File: src/rtl/servo_pkg.sv
// Shared types and helpers for the servo PWM driver: state encoding, widths,
// and the position-to-pulse-width mapping.
package servo_pkg;

  localparam int unsigned POS_W    = 10;
  localparam int unsigned US_CNT_W = 15;
  localparam int unsigned PROD_W   = POS_W + 10;

  typedef enum logic [1:0] {
    IDLE = 2'd0,
    HIGH = 2'd1,
    LOW  = 2'd2
  } servoState_t;

  // Pulse width in microseconds: minUs + (pos * spanUs) / 2^POS_W
  function automatic logic [US_CNT_W-1:0] calcWidthUs(
    input logic [POS_W-1:0] pos,
    input int unsigned      minUs,
    input int unsigned      spanUs
  );
    logic [PROD_W-1:0] prod;
    prod = PROD_W'(pos) * PROD_W'(spanUs);
    return US_CNT_W'(minUs + 32'(prod >> POS_W));
  endfunction

endpackage

File: src/rtl/servo_us_prescaler.sv
// Microsecond tick generator: us_tick pulses once every CLK_HZ/1e6 clocks;
// clear restarts the count so a new frame is cycle-aligned.
module servo_us_prescaler #(
  parameter int unsigned CLK_HZ = 50000000
) (
  input  logic clk,
  input  logic reset,
  input  logic clear,
  output logic us_tick
);

  localparam int unsigned DIV   = CLK_HZ / 1000000;
  localparam int unsigned CNT_W = (DIV > 1) ? $clog2(DIV) : 1;

  logic [CNT_W-1:0] cnt;
  logic [CNT_W-1:0] cntNext_c;

  always_comb begin
    cntNext_c = (cnt == CNT_W'(DIV - 1)) ? '0 : cnt + CNT_W'(1);
  end

  // Tick is registered one cycle ahead so it coincides with cnt == DIV-1
  always_ff @(posedge clk) begin
    if (reset) begin
      cnt     <= '0;
      us_tick <= 1'b0;
    end else if (clear) begin
      cnt     <= '0;
      us_tick <= (DIV == 1);
    end else begin
      cnt     <= cntNext_c;
      us_tick <= (cntNext_c == CNT_W'(DIV - 1));
    end
  end

endmodule

File: src/rtl/servo_pwm_driver.sv
// Hobby-servo PWM generator: fixed frame, 1-2 ms pulse, position sampled once
// per frame. Optional macro SERVO_SLEW_LIMIT_EN limits per-frame position change.
module servo_pwm_driver #(
  parameter int unsigned CLK_HZ   = 50000000,
  parameter int unsigned FRAME_US = 20000,
  parameter int unsigned MIN_US   = 1000,
  parameter int unsigned SPAN_US  = 1000,
  parameter int unsigned POS_W    = servo_pkg::POS_W,
  parameter int unsigned MAX_STEP = 16
) (
  input  logic             clk,
  input  logic             reset,
  input  logic             enable,
  input  logic [POS_W-1:0] position,
  output logic             pwm_out,
  output logic             frame_start,
  output logic [POS_W-1:0] active_pos
);

  import servo_pkg::*;

`ifdef SERVO_SLEW_LIMIT_EN
  localparam bit SLEW_ON = 1'b1;
`else
  localparam bit SLEW_ON = 1'b0;
`endif
  // Without slew limiting the step bound exceeds any possible distance
  localparam int unsigned STEP_LIM = SLEW_ON ? MAX_STEP : (1 << POS_W);

  servoState_t         state;
  logic                usTick;
  logic [US_CNT_W-1:0] usCnt;
  logic [US_CNT_W-1:0] usCntInc_c;
  logic [US_CNT_W-1:0] widthUs_c;
  logic                pulseEnd_c;
  logic                frameEnd_c;
  logic                startFrame_c;
  logic [POS_W:0]      posDiff_c;
  logic [POS_W-1:0]    nextPos_c;

  servo_us_prescaler #(.CLK_HZ(CLK_HZ)) uPrescaler (
    .clk    (clk),
    .reset  (reset),
    .clear  (startFrame_c),
    .us_tick(usTick)
  );

  // Boundaries use the incremented count so edges land exactly on N us
  always_comb begin
    usCntInc_c   = usCnt + US_CNT_W'(1);
    widthUs_c    = calcWidthUs(active_pos, MIN_US, SPAN_US);
    pulseEnd_c   = usTick && (usCntInc_c == widthUs_c);
    frameEnd_c   = usTick && (usCntInc_c == US_CNT_W'(FRAME_US));
    startFrame_c = !reset && enable && ((state == IDLE) || ((state == LOW) && frameEnd_c));

    if (position >= active_pos) begin
      posDiff_c = {1'b0, position} - {1'b0, active_pos};
      nextPos_c = (posDiff_c > (POS_W + 1)'(STEP_LIM)) ? active_pos + POS_W'(STEP_LIM) : position;
    end else begin
      posDiff_c = {1'b0, active_pos} - {1'b0, position};
      nextPos_c = (posDiff_c > (POS_W + 1)'(STEP_LIM)) ? active_pos - POS_W'(STEP_LIM) : position;
    end
  end

  always_ff @(posedge clk) begin
    if (reset) begin
      state       <= IDLE;
      pwm_out     <= 1'b0;
      frame_start <= 1'b0;
      active_pos  <= '0;
      usCnt       <= '0;
    end else begin
      frame_start <= 1'b0;
      if (startFrame_c) begin
        state       <= HIGH;
        pwm_out     <= 1'b1;
        frame_start <= 1'b1;
        active_pos  <= nextPos_c;
        usCnt       <= '0;
      end else begin
        case (state)
          HIGH: begin
            if (usTick) usCnt <= usCntInc_c;
            if (pulseEnd_c) begin
              state   <= LOW;
              pwm_out <= 1'b0;
            end
          end
          LOW: begin
            if (frameEnd_c) begin
              state <= IDLE;
              usCnt <= '0;
            end else if (usTick) begin
              usCnt <= usCntInc_c;
            end
          end
          default: begin
            state   <= IDLE;
            pwm_out <= 1'b0;
            usCnt   <= '0;
          end
        endcase
      end
    end
  end

endmodule

File: config.mk
export PLATFORM = sky130hd
export DESIGN_NAME = servo_pwm_driver
export DESIGN_NICKNAME = d
export VERILOG_FILES = /design/src/rtl/servo_pkg.sv /design/src/rtl/servo_us_prescaler.sv /design/src/rtl/servo_pwm_driver.sv
export SDC_FILE = /design/constraint.sdc
export NUM_CORES = 1
export LEC_CHECK = 0
export ABC_AREA = 1
export CAP_MARGIN = 10
export CORE_UTILIZATION = 55
export DETAILED_ROUTE_END_ITERATION = 8
export PLACE_DENSITY = 0.74
export SYNTH_ARGS = -nofsm -noshare
export SYNTH_HDL_FRONTEND = slang
export SYNTH_SLANG_ARGS = --single-unit
File: constraint.sdc
create_clock -name clk -period 7.4 [get_ports clk]
set_clock_uncertainty 0.1 [all_clocks]
set_input_delay 1.48 -clock clk [delete_from_list [all_inputs] [get_ports clk]]
set_output_delay 1.48 -clock clk [all_outputs]
set_load 0.01 [all_outputs]
---- Word level (Yosys, flattened, before mapping) ----
Cells that the tools add are included.
word-level totals
  bits in registers ....................... 36
  bits in latches ......................... 0
  RAM bits ................................ 0
  bits in read-only memories .............. 0
  output and inout port bits .............. 12
  logic and storage cells ................. 58
  memories kept ........................... 0
operators by class
  add/sub/neg operators ................... 5
  $mul .................................... 1
  div/mod/pow operators ................... 0
  order comparisons ....................... 3
  eq/ne operators ......................... 13
  shifts and indexed selects .............. 0
  mux-type cells .......................... 15
  bitwise gates (word level) .............. 0
  reductions and logical operators ........ 13
operator list
  operator                                                              number
  10-bit 2-to-1 mux                                                     3
  15-bit 2-to-1 mux                                                     2
  15-bit case mux with 2 select lines                                   1
  11-bit > comparator, second input constant                            2
  10-bit by 10-bit subtractor with 11-bit output                        2
  10-bit by 7-bit multiplier with 17-bit output, second input constant  1
  15-bit by 1-bit adder with 15-bit output, second input constant       1
  15-bit by 11-bit == test with 1-bit output                            1
  15-bit == test, second input constant                                 1
  6-bit == test, second input constant                                  2
  10-bit by 10-bit adder with 11-bit output, first input constant       1
  10-bit >= comparator                                                  1
  2-bit inequality test, second input constant                          5
  6-bit by 1-bit adder with 6-bit output, second input constant         1
  6-bit 2-to-1 mux                                                      1
  3-bit inequality test, second input constant                          2
  2-bit AND reduction                                                   3
  1-bit logical AND                                                     5
  1-bit 2-to-1 mux                                                      4
  2-bit 2-to-1 mux                                                      2
  2-bit case mux with 2 select lines                                    1
  3-bit AND reduction                                                   1
  2-bit by 1-bit == test with 1-bit output, second input constant       1
  2-bit == test, second input constant                                  1
  other kinds (5)                                                       5

---- Logic depth before layout (Yosys ltp) ----
Gate-level depths: netlist (run 1).
  depth in word-level cells ............... 8
  mapped depth ............................ 28
  depth with buffers taken out ............ 28

---- Cells and area by module ----
A second synthesis (run 1) with hierarchy kept.
unflattened totals
  cells, all modules ...................... 746
  area, all modules ....................... 4,961.0 um^2
modules (own cells, without submodules)
  module              times used  cells each  area each (um^2)
  servo_pwm_driver    1           700         4,611.9
  servo_us_prescaler  1           46          349.1

---- Worst setup path after synthesis (run 1) ----
OpenSTA, ideal clock, no wires.
  path type ............................... reg2reg
  from .................................... register active_pos[2]
  to ...................................... register pwm_out
  arrival ................................. 4,669 ps
  required time ........................... 7,185 ps
  path slack .............................. 2,516 ps
  stages on the path, launching flop included .. 28
  buffers on the path ..................... 0
  clock period less this slack ............ 4,884 ps
  cell sequence ........................... dfxtp_1 > fa_1 > fa_1 > inv_1 > fa_1 > inv_1 > fa_1 > ha_1 > nand2_1 > inv_1 > nand2_1 > nand2_1 > nand2_1 > nand3_1 > and2_1 > ha_1 > xor2_1 > nand3_1 > nor2_1 > nand3_1 > nor2_1 > nand3_1 > nor2_1 > nand2_1 > nand2_1 > nand2_1 > nand2_1 > nand2_1
between the ends
  longest elaborated chain between the ends .. 6
ends and longest elaborated chain
  what                                           line                    RTL
  from (decl)                                    servo_pwm_driver.sv:17  output logic [POS_W-1:0] active_pos
  from (signal assigned)                         servo_pwm_driver.sv:78  active_pos <= nextPos_c;
  10-bit by 7-bit multiplier with 17-bit output  servo_pkg.sv:22         prod = PROD_W'(pos) * PROD_W'(spanUs);
  10-bit by 10-bit adder with 11-bit output      servo_pkg.sv:23         return US_CNT_W'(minUs + 32'(prod >> POS_W));
  15-bit by 11-bit == test with 1-bit output     servo_pwm_driver.sv:52  pulseEnd_c = usTick && (usCntInc_c == widthUs_c);
  1-bit logical AND                              servo_pwm_driver.sv:52
  3-bit inequality test (no line)                n/a
  2-bit AND reduction (no line)                  n/a
  to (signal assigned)                           servo_pwm_driver.sv:68  pwm_out <= 1'b0;
  to (signal assigned)                           servo_pwm_driver.sv:76  pwm_out <= 1'b1;
  to (signal assigned)                           servo_pwm_driver.sv:86  pwm_out <= 1'b0;
  to (decl)                                      servo_pwm_driver.sv:15  output logic pwm_out,
Every way passes these cells.
A chain may end at the register's enable or synchronous reset.

---- Worst setup path after layout (run 1) ----
  from .................................... register active_pos[2]
  to ...................................... register state[0]
between the ends
  longest elaborated chain between the ends .. 6
ends and longest elaborated chain
  what                                           line                    RTL
  10-bit by 7-bit multiplier with 17-bit output  servo_pkg.sv:22
  10-bit by 10-bit adder with 11-bit output      servo_pkg.sv:23
  15-bit by 11-bit == test with 1-bit output     servo_pwm_driver.sv:52
  1-bit logical AND                              servo_pwm_driver.sv:52
  3-bit inequality test (no line)                n/a
  2-bit AND reduction (no line)                  n/a
  to (signal assigned)                           servo_pwm_driver.sv:67  state <= IDLE;
  to (signal assigned)                           servo_pwm_driver.sv:75  state <= HIGH;
  to (signal assigned)                           servo_pwm_driver.sv:85  state <= LOW;
  to (decl)                                      servo_pwm_driver.sv:30  servoState_t state;
Every way passes these cells.

==> impl_metrics.ini, run 1 <==
[setup_path]
crit_path_max_incr_delay_ps = 630
startpoint_type = flip-flop
cp_common_cell = sky130_fd_sc_hd__nand2_1
worst-endpoint-required_ps = 7480
endpoint_kind = flip-flop
worstPathArrival_ps = 5440
critPathSlowestCell = sky130_fd_sc_hd__dfxtp_1
path_class = flip-flop to flip-flop
critical_path_peak_fanout = 11

[timing]
timing.slew.headroom_pct = 38.77
fin_setup_tns_ps = 0
worst_pin_slew_ps = 917.1
rsz0062_at_grt = false
layout_worst_path_cycle_share_pct = 72.35
timing.fmax_mhz = 186.8
finalSetupViolations = 0
timing.final.hold_violations = 0
final-max-slew-violation-count = 0
final.min_clock_period_ps = 5354

[clock_network]
cts_resized = 0
cts_inserted_buffers = 5
post-cts-setup-buffer-count = 0
cts_tree = built
clock-root-buffer = sky130_fd_sc_hd__clkbuf_8
numClockSinks = 36
cts_hold_repair.buffers = 0
maximum_level_of_the_cts_h_tree = 2
cts_clock_pin_slew_for_the_worst_setup_and_hold_paths_ps = 80
clockBufferDepth = 2
skew_pair_late_insertion_delay_ps = 300

[synthesis]
postSynth.topFlopCell = sky130_fd_sc_hd__dfxtp_1
synth_edf_count = 0
syn-mean-instance-area_um2 = 6.631
mappedNetlistArea_um2 = 4980
syn-instance-count = 751
synth_nets = 860
yosys_warnings = 0
yosysUniqueCellTypes = 40
seq_area_frac_synth_pct = 14.47
postSynth.asyncResetShare_pct = 0
synthesis_stage_register_bit_count = 36

[grt]
antenna_violations_before_repair = 0
grt_util_all_layers_pct = 26.35
globalRoute.totalOverflow = 0
grt_pass1_wl_mm = 20.64
via_count_of_the_first_global_routing_pass = 4655
grt_max_degree = 26

[floorplan]
design.portCount = 25
core_area_um2 = 8763
die-height_um = 97.16
fp.dieW_um = 97.16
rows = 34
initial_utilization_pct = 56.82
die-area_um2 = 9439

[power]
power.leakage_nw = 2.847
sw_share_pct = 48.28
switchingPower_uw = 440.3
powerDensity_nw_per_um2 = 169.1
power.share.combinational_pct = 60.0
seqPwrFrac_pct = 24.3
p_int_uw = 471.6
max-vdd-ir-drop_mv = 0.1007
clock_power_share_pct = 15.8

[drt]
dr.pass1.iters = 4
viasPerCell = 5.292
routed_wl_mm = 11.57
routedWlPerCell_um = 13.10
route.vias.total = 4673
ant_nets = 0
drc = 0
drt_first_iter_violations = 192

[placed_design]
placed_wire_length_estimate_after_detailed_placement_mm = 9.615
placedCellCount = 875
finalWeightedCongestion = 0.8988
port_buffers = 24

[layout]
synthToLayoutAreaGrowth_pct = 8.317
fin_util_pct = 61.55
leading_cell_type_in_the_layout_fill_and_taps_excluded = sky130_fd_sc_hd__nand2_1
layout_common_cells = 193 x sky130_fd_sc_hd__nand2_1, 149 x sky130_fd_sc_hd__inv_1, 88 x sky130_fd_sc_hd__nor2_1
final-instance-count-excl-fill = 883
final_net_count = 883
fraction_of_final_layout_cells_sized_beyond_drive_strength_1_pct = 4.645
num_antenna_cells = 0

[worst_hold_path]
hold_class = flip-flop to flip-flop

[outcome]
run_status = completed

[job]
max_cap_violations = 0
==> layer usage <==
layer,routed length (um),up-vias,track usage [%]
met3,633,21,3.741
met4,215,0,7.692
met2,5580,125,46.37
met1,5139,2147,33.38
li1,-,2380,-
met5,0,-,0
==> power by group through the flow <==
| stage | clock [mW] | sequential, mW | combinational (mW) |
|---|---|---|---|
| 6_report | 0.144 | 0.221 | 0.547 |
| 3_3_place_gp | 0 | 0.225 | 0.527 |
| 3_5_place_dp | 0 | 0.226 | 0.543 |
| 5_1_grt | 0.157 | 0.224 | 0.640 |
| 4_1_cts | 0.147 | 0.222 | 0.549 |
| 2_1_floorplan | 0 | 0.222 | 0.413 |
==> critical path: cells and delay by family (launching register included) <==
kind,cells,cell delay (ps)
fa+ha+maj,6,2600
simple gates,16,1720
flops,1,630
buf+inv,3,160
==> sequential cells by signal (all words and copies together), names as in the netlist <==
| signal | cells |
|---|---|
| frame_start | 1 |
| pwm_out | 1 |
| state | 2 |
| uPrescaler.cnt | 6 |
| usCnt | 15 |
| uPrescaler.us_tick | 1 |
| active_pos | 10 |
==> area by class of cell <==
class                   count  area, um^2
clock buffers               5       68.82
clock inverters             3       18.77
fillers                   830        3369
inverters                 156       586.8
multi-input cells         551        3623
flip-flops and latches     36       720.7
well taps                 108       135.1
repair buffers             24       240.2
==> stage by stage <==
step           setup WS [ps]  area, um^2  hold WS [ps]  power (mW)
3_3_place_gp            2272        5306         365.1      0.7515
6_report                2046        5394         409.7      0.9119
3_5_place_dp            2089        5306         371.5      0.7693
5_1_grt                 1620        5394         431.2       1.020
4_1_cts                 2055        5394         400.8      0.9176
2_1_floorplan           2516        4980         344.4      0.6351
==> logic make-up (layout without fill, tap and decap cells) <==
| logic type | count (synthesis) | count (layout) | synth area share [%] |
|---|---|---|---|
| buffers and inverters | 164 | 188 | 12.76 |
| AO/OA/AOI/OAI | 49 | 49 | 6.533 |
| flip-flops | 36 | 36 | 14.47 |
| AND/OR/NAND/NOR | 385 | 385 | 34.05 |
| XOR/XNOR | 21 | 21 | 3.694 |
| adder cells (fa/ha/maj) | 96 | 96 | 28.49 |
==> cell usage after synthesis, types with 4 or more instances <==
cell	count	area share, %
sky130_fd_sc_hd__a21oi_1	19	1.9
sky130_fd_sc_hd__and2_1	4	0.50
sky130_fd_sc_hd__dfxtp_1	36	14
sky130_fd_sc_hd__fa_1	29	12
sky130_fd_sc_hd__ha_1	67	17
sky130_fd_sc_hd__inv_1	149	11
sky130_fd_sc_hd__inv_2	5	0.38
sky130_fd_sc_hd__nand2_1	193	15
sky130_fd_sc_hd__nand2_2	6	0.75
sky130_fd_sc_hd__nand3_1	61	6.1
sky130_fd_sc_hd__nand4_1	11	1.4
sky130_fd_sc_hd__nor2_1	88	6.6
sky130_fd_sc_hd__nor2_2	4	0.50
sky130_fd_sc_hd__nor3_1	4	0.40
sky130_fd_sc_hd__o2111ai_1	10	1.8
sky130_fd_sc_hd__o211ai_1	6	0.90
sky130_fd_sc_hd__o21ai_0	5	0.50
sky130_fd_sc_hd__xor2_1	19	3.3
==> path summary, 6_finish.rpt <==
check	to	cells after the start	startpoint	slack (ps)
worst max-delay path	state[0]	25	active_pos[2]	2050
worst min register to register	uPrescaler.cnt[0]	1	uPrescaler.cnt[0]	410
worst min-delay path	uPrescaler.cnt[0]	1	uPrescaler.cnt[0]	410
worst max register to register	state[0]	25	active_pos[2]	2050
(Power assumes the default switching activity.)
==> run 2: changes to the inputs <==
--- a/config.mk
+++ b/config.mk
@@ -9,7 +9,7 @@
 export CAP_MARGIN = 10
 export CORE_UTILIZATION = 55
 export DETAILED_ROUTE_END_ITERATION = 8
-export PLACE_DENSITY = 0.74
+export PLACE_DENSITY = 0.77
 export SYNTH_ARGS = -nofsm -noshare
 export SYNTH_HDL_FRONTEND = slang
 export SYNTH_SLANG_ARGS = --single-unit
==> constraint.sdc (replaced) <==
create_clock -name clk -period 4.8 [get_ports clk]
set_clock_uncertainty 0.1 [all_clocks]
set_input_delay 0.96 -clock clk [delete_from_list [all_inputs] [get_ports clk]]
set_output_delay 0.96 -clock clk [all_outputs]
set_load 0.01 [all_outputs]
==> run 2 against run 1 <==
Net effect:
- the flow now finishes with violations (setup timing)
- global-route usage is 0.75 points higher
- cell count is 6.3% higher
- setup slack worse by 2300 ps
- sequential cell count stayed put
==> impl_metrics.ini, run 2 (synthesized netlist as in run 1, its figures left out) <==
[outcome]
run_status = complete, but fails checks
violations = setup timing

[floorplan]
rows = 34
design.portCount = 25
die-area_um2 = 9439
initial_utilization_pct = 56.82
fp.dieW_um = 97.16
die-height_um = 97.16
core_area_um2 = 8763

[layout]
registers_with_the_highest_flip_flop_counts = usCnt (15), active_pos (10), uPrescaler.cnt (6)
num_antenna_cells = 0
fin_util_pct = 68.85
largest_register_ff_count = 15
max_flop_register = usCnt
layout.filler_cells = 701
synthToLayoutAreaGrowth_pct = 21.16
layout_common_cells = 177 x sky130_fd_sc_hd__nand2_1, 140 x sky130_fd_sc_hd__inv_1, 85 x sky130_fd_sc_hd__nor2_1
final_net_count = 939
leading_cell_type_in_the_layout_fill_and_taps_excluded = sky130_fd_sc_hd__nand2_1
fraction_of_final_layout_cells_sized_beyond_drive_strength_1_pct = 17.09

[setup_path]
worstPathArrival_ps = 5100
critPathSlowestCell = sky130_fd_sc_hd__fa_1
crit_start = active_pos[4]
path_class = flip-flop to flip-flop
cp_common_cell = sky130_fd_sc_hd__nand2_1
startpoint_type = flip-flop
endpoint_kind = flip-flop
crit_path_max_incr_delay_ps = 570
critical_path.reg2reg.startpoint = active_pos[4]
critical_path_peak_fanout = 5
worst-endpoint-required_ps = 4890

[worst_hold_path]
hold_path_startpoint = uPrescaler.cnt[0]
hold_class = flip-flop to flip-flop

[timing]
rsz0062_at_grt = true
finalSetupViolations = 3
timing.slew.headroom_pct = 39.41
worst_pin_slew_ps = 907.6
final-max-slew-violation-count = 0
layout_worst_path_cycle_share_pct = 104.4
timing.fmax_mhz = 199.5
setup_slack_ps = -212.2
fin_setup_tns_ps = -577.8
final.min_clock_period_ps = 5012
timing.final.hold_violations = 0

[grt]
grt_util_all_layers_pct = 27.09
antenna_violations_before_repair = 0
via_count_of_the_first_global_routing_pass = 5029
grt_max_degree = 26
grt_pass1_wl_mm = 21.36
globalRoute.totalOverflow = 0

[placed_design]
post-place-ws_ps = -166.9
port_buffers = 24
placed_wire_length_estimate_after_detailed_placement_mm = 9.807
finalWeightedCongestion = 0.9291

[clock_network]
skew_pair_late_insertion_delay_ps = 300
cts_clock_pin_slew_for_the_worst_setup_and_hold_paths_ps = 80
maximum_level_of_the_cts_h_tree = 2
cts_hold_repair.buffers = 0
cts_tree = built
numClockSinks = 36
clock-root-buffer = sky130_fd_sc_hd__clkbuf_8
clockBufferDepth = 2
cts_inserted_buffers = 5

[power]
max-vdd-ir-drop_mv = 0.1184
powerDensity_nw_per_um2 = 283.1
power.leakage_nw = 3.116

[drt]
drc = 0
dr.pass1.iters = 5
route.vias.total = 5050
drt_first_iter_violations = 426
viasPerCell = 5.378
ant_nets = 0
routedWlPerCell_um = 13.74
routed_wl_mm = 12.90

[job]
max_cap_violations = 0
==> run 2: worst paths after layout <==
path	cells past startpoint	slack, ps	end
max reg2reg	27	-210	pwm_out
max	27	-210	pwm_out
min	1	400	uPrescaler.cnt[0]
min reg2reg	1	400	uPrescaler.cnt[0]
==> run 2: report_power, final <==
group	internal, mW	total, mW	switching [mW]
logic	0.500	1.15	0.655
registers	0.310	0.324	0.0150
clock network	0.103	0.229	0.126
==> run 2: critical path: cells and delay by family (launching register included) <==
family        cells  cell delay [ps]
buf+inv           3              160
simple gates     17             1580
flops             1              370
xor+xnor          1              150
fa+ha+maj         6             2550
==> run 2: what timing repair did <==
action                                  CTS  global route
endpoints found under the setup margin    3             3
setup buffers                            18             2
gates cloned                              0             0
endpoints found under the hold margin     0             0
pin swaps                                13            26
resized for setup                        29            26
==> run 2: area by class of cell <==
| cell class | instances | area [um^2] | share of cell area [%] |
|---|---|---|---|
| clock buffers | 5 | 68.82 | 1.141 |
| well taps | 108 | 135.1 | 2.240 |
| flip-flops and latches | 36 | 737.0 | 12.21 |
| repair buffers | 80 | 660.6 | 10.95 |
| multi-input cells | 551 | 3821 | 63.33 |
| inverters | 156 | 586.8 | 9.726 |
| clock inverters | 3 | 23.77 | 0.3940 |
==> run 2: layer usage <==
layer | up-vias | global-route usage [%] | share of wire [%]
li1 | 2490 | - | -
met1 | 2325 | 33.35 | 42
met2 | 187 | 48.86 | 50
met3 | 48 | 2.230 | 5.3
met4 | 0 | 10.45 | 2.9
met5 | - | 0 | 0
==> run 2: stage by stage <==
step                      power, mW  hold slack, ps  std cells  area, um^2
after global placement        1.244           363.5        911        5580
after detailed placement      1.267           389.1        911        5580
after floorplan              0.9796           344.4        751        4984
final                         1.708           396.4        939        6033
after CTS                     1.588           407.5        937        5917
after global routing          1.858           444.1        939        6033
==> run 3: changes to the inputs <==
--- a/config.mk
+++ b/config.mk
@@ -8,7 +8,9 @@
 export ABC_AREA = 1
 export CAP_MARGIN = 10
 export CORE_UTILIZATION = 55
+export CTS_BUF_LIST = sky130_fd_sc_hd__clkbuf_4
 export DETAILED_ROUTE_END_ITERATION = 8
+export GPL_ROUTABILITY_DRIVEN = 1
 export PLACE_DENSITY = 0.77
 export SYNTH_ARGS = -nofsm -noshare
 export SYNTH_HDL_FRONTEND = slang
==> run 3 against run 2 <==
Net effect:
- the flow still finishes with violations (setup timing)
- cell count stayed put
- first-iteration DRC count fell by 38%
- setup slack better by 73 ps
- total power fell by 5.5%
- largest cell class unchanged
- largest power group unchanged
==> impl_metrics.ini, run 3 (synthesized netlist as in run 1, its figures left out) <==
[timing]
worst_pin_slew_ps = 869.5
timing.final.hold_violations = 0
worst_slack_on_hold_paths_ps = 412.9
final-max-slew-violation-count = 0
setup_slack_ps = -139.0
rsz0062_at_grt = true
timing.fmax_mhz = 202.5
layout_worst_path_cycle_share_pct = 102.9
finalSetupViolations = 3
timing.slew.headroom_pct = 41.95
final.min_clock_period_ps = 4939

[setup_path]
startpoint_type = flip-flop
endpoint_kind = flip-flop
path_class = flip-flop to flip-flop
critical_path.reg2reg.startpoint = active_pos[4]
worst-endpoint-required_ps = 4950
r2r-end = state[0]
r2r_cells = 27
flop_to_flop_setup_slack_ps = -140
worstPathArrival_ps = 5090
critical_path_peak_fanout = 5

[placed_design]
placedCellCount = 911
finalWeightedCongestion = 0.9291
post-place-ws_ps = -166.9
placed_wire_length_estimate_after_detailed_placement_mm = 9.807
port_buffers = 24

[grt]
grt_max_degree = 26
grt_pass1_wl_mm = 21.39
antenna_violations_before_repair = 0
globalRoute.totalOverflow = 0
via_count_of_the_first_global_routing_pass = 5024
grt_util_all_layers_pct = 27.34

[layout]
layout_common_cells = 178 x sky130_fd_sc_hd__nand2_1, 142 x sky130_fd_sc_hd__inv_1, 86 x sky130_fd_sc_hd__nor2_1
combined_area_of_the_multi_input_logic_cells_um2 = 3791
synthToLayoutAreaGrowth_pct = 20.03
final_net_count = 939
layout.filler_cells = 706
layout.area.seq_um2 = 738.2
registers_with_the_highest_flip_flop_counts = usCnt (15), active_pos (10), uPrescaler.cnt (6)
final-instance-count-excl-fill = 939
fraction_of_final_layout_cells_sized_beyond_drive_strength_1_pct = 16.49
largest_register_ff_count = 15
max_flop_register = usCnt
leading_cell_type_in_the_layout_fill_and_taps_excluded = sky130_fd_sc_hd__nand2_1
num_antenna_cells = 0

[drt]
dr.pass1.iters = 5
ant_nets = 0
routed_wl_mm = 12.49
route.vias.total = 5014
drc = 0
drt_first_iter_violations = 266
viasPerCell = 5.340
routedWlPerCell_um = 13.30

[power]
total_design_power_mw = 1.615
power.leakage_nw = 3.102
powerDensity_nw_per_um2 = 270.1
max-vdd-ir-drop_mv = 0.1193

[clock_network]
cts_clock_pin_slew_for_the_worst_setup_and_hold_paths_ps = 130
skew_pair_late_insertion_delay_ps = 360
clock-root-buffer = sky130_fd_sc_hd__clkbuf_4
numClockSinks = 36
clockBufferDepth = 2
cts_hold_repair.buffers = 0
maximum_level_of_the_cts_h_tree = 2
cts_inserted_buffers = 5
cts_tree = built

[outcome]
run_status = complete, but fails checks
violations = setup timing

[worst_hold_path]
worstHoldPathCells = 1
hold_end = uPrescaler.cnt[0]
hold_class = flip-flop to flip-flop
hold_path_startpoint = uPrescaler.cnt[0]

[floorplan]
initial_utilization_pct = 56.82
fp.dieW_um = 97.16
core_area_um2 = 8763
design.portCount = 25
die-area_um2 = 9439
die-height_um = 97.16
rows = 34

[job]
max_cap_violations = 0
-- run 3: cell counts in the layout (fill, tap and decap cells not counted) --
No cell type changed its count.
-- run 3: layout make-up --
class	instances	share of cell area [%]
inverter	156	9.818
clock inverter	3	0.3977
clock buffer	5	0.6280
timing repair buffer	80	11.12
multi-input combinational	551	63.43
sequential	36	12.35
tap	108	2.261
-- run 3: per-layer routing --
metal | GRT usage [%] | wire length [um]
met5 | 0 | 0
met3 | 3.237 | 569
met4 | 11.25 | 337
met1 | 33.21 | 5454
met2 | 48.75 | 6130
-- run 3: worst max-delay path by stage --
| stage | from | to | slack (ps) | cells past startpoint |
|---|---|---|---|---|
| floorplan | active_pos[4] | pwm_out | 20 | 27 |
| global placement | active_pos[3] | pwm_out | -40 | 27 |
| detailed placement | active_pos[2] | state[0] | -170 | 25 |
| CTS | active_pos[3] | pwm_out | -100 | 28 |
| global route | active_pos[4] | pwm_out | -350 | 29 |
| finish | active_pos[4] | state[0] | -140 | 27 |
-- run 3: timing repair --
item                                    in CTS  in global routing
resized for setup                           29                 20
pin swaps                                   13                 27
buffers inserted                            18                  2
endpoints found under the setup margin       3                  3
-- run 3: power breakdown --
| part | internal [mW] | switching [mW] | total [mW] |
|---|---|---|---|
| registers | 0.310 | 0.0150 | 0.325 |
| logic | 0.483 | 0.628 | 1.11 |
| clock network | 0.0577 | 0.121 | 0.178 |
| total | 0.851 | 0.764 | 1.61 |
-- run 3: worst max-delay path, cell delays in order, from the launching register on --
cell and delay (ps):
sky130_fd_sc_hd__dfxtp_4 380, sky130_fd_sc_hd__buf_6 110, sky130_fd_sc_hd__fa_1 500, sky130_fd_sc_hd__inv_1 50
sky130_fd_sc_hd__fa_1 480, sky130_fd_sc_hd__inv_1 50, sky130_fd_sc_hd__fa_1 450, sky130_fd_sc_hd__fa_1 510
sky130_fd_sc_hd__ha_4 320, sky130_fd_sc_hd__nand2_2 60, sky130_fd_sc_hd__inv_2 60, sky130_fd_sc_hd__nand2_1 50
sky130_fd_sc_hd__nand2_1 80, sky130_fd_sc_hd__inv_2 50, sky130_fd_sc_hd__nand2_1 60, sky130_fd_sc_hd__nand2_2 50
sky130_fd_sc_hd__and2_4 150, sky130_fd_sc_hd__ha_4 260, sky130_fd_sc_hd__xor2_1 140, sky130_fd_sc_hd__nand3_1 90
sky130_fd_sc_hd__nor2_1 110, sky130_fd_sc_hd__nand3_1 80, sky130_fd_sc_hd__nor2_1 110, sky130_fd_sc_hd__nand3_1 90
sky130_fd_sc_hd__nor2_2 180, sky130_fd_sc_hd__nand3_2 120, sky130_fd_sc_hd__nand3_2 90, sky130_fd_sc_hd__nand2_1 60
-- run 3: per-stage QoR --
| step | setup TNS [ps] | utilization (%) | area [um^2] |
|---|---|---|---|
| 2_1_floorplan | 0 | - | 4984 |
| 3_3_place_gp | -99.99 | 63.68 | 5580 |
| 4_1_cts | -209.4 | 67.16 | 5886 |
| 5_1_grt | -962.8 | 68.20 | 5977 |
| 6_report | -359.4 | 68.20 | 5977 |
| 3_5_place_dp | -492.2 | 63.68 | 5580 |
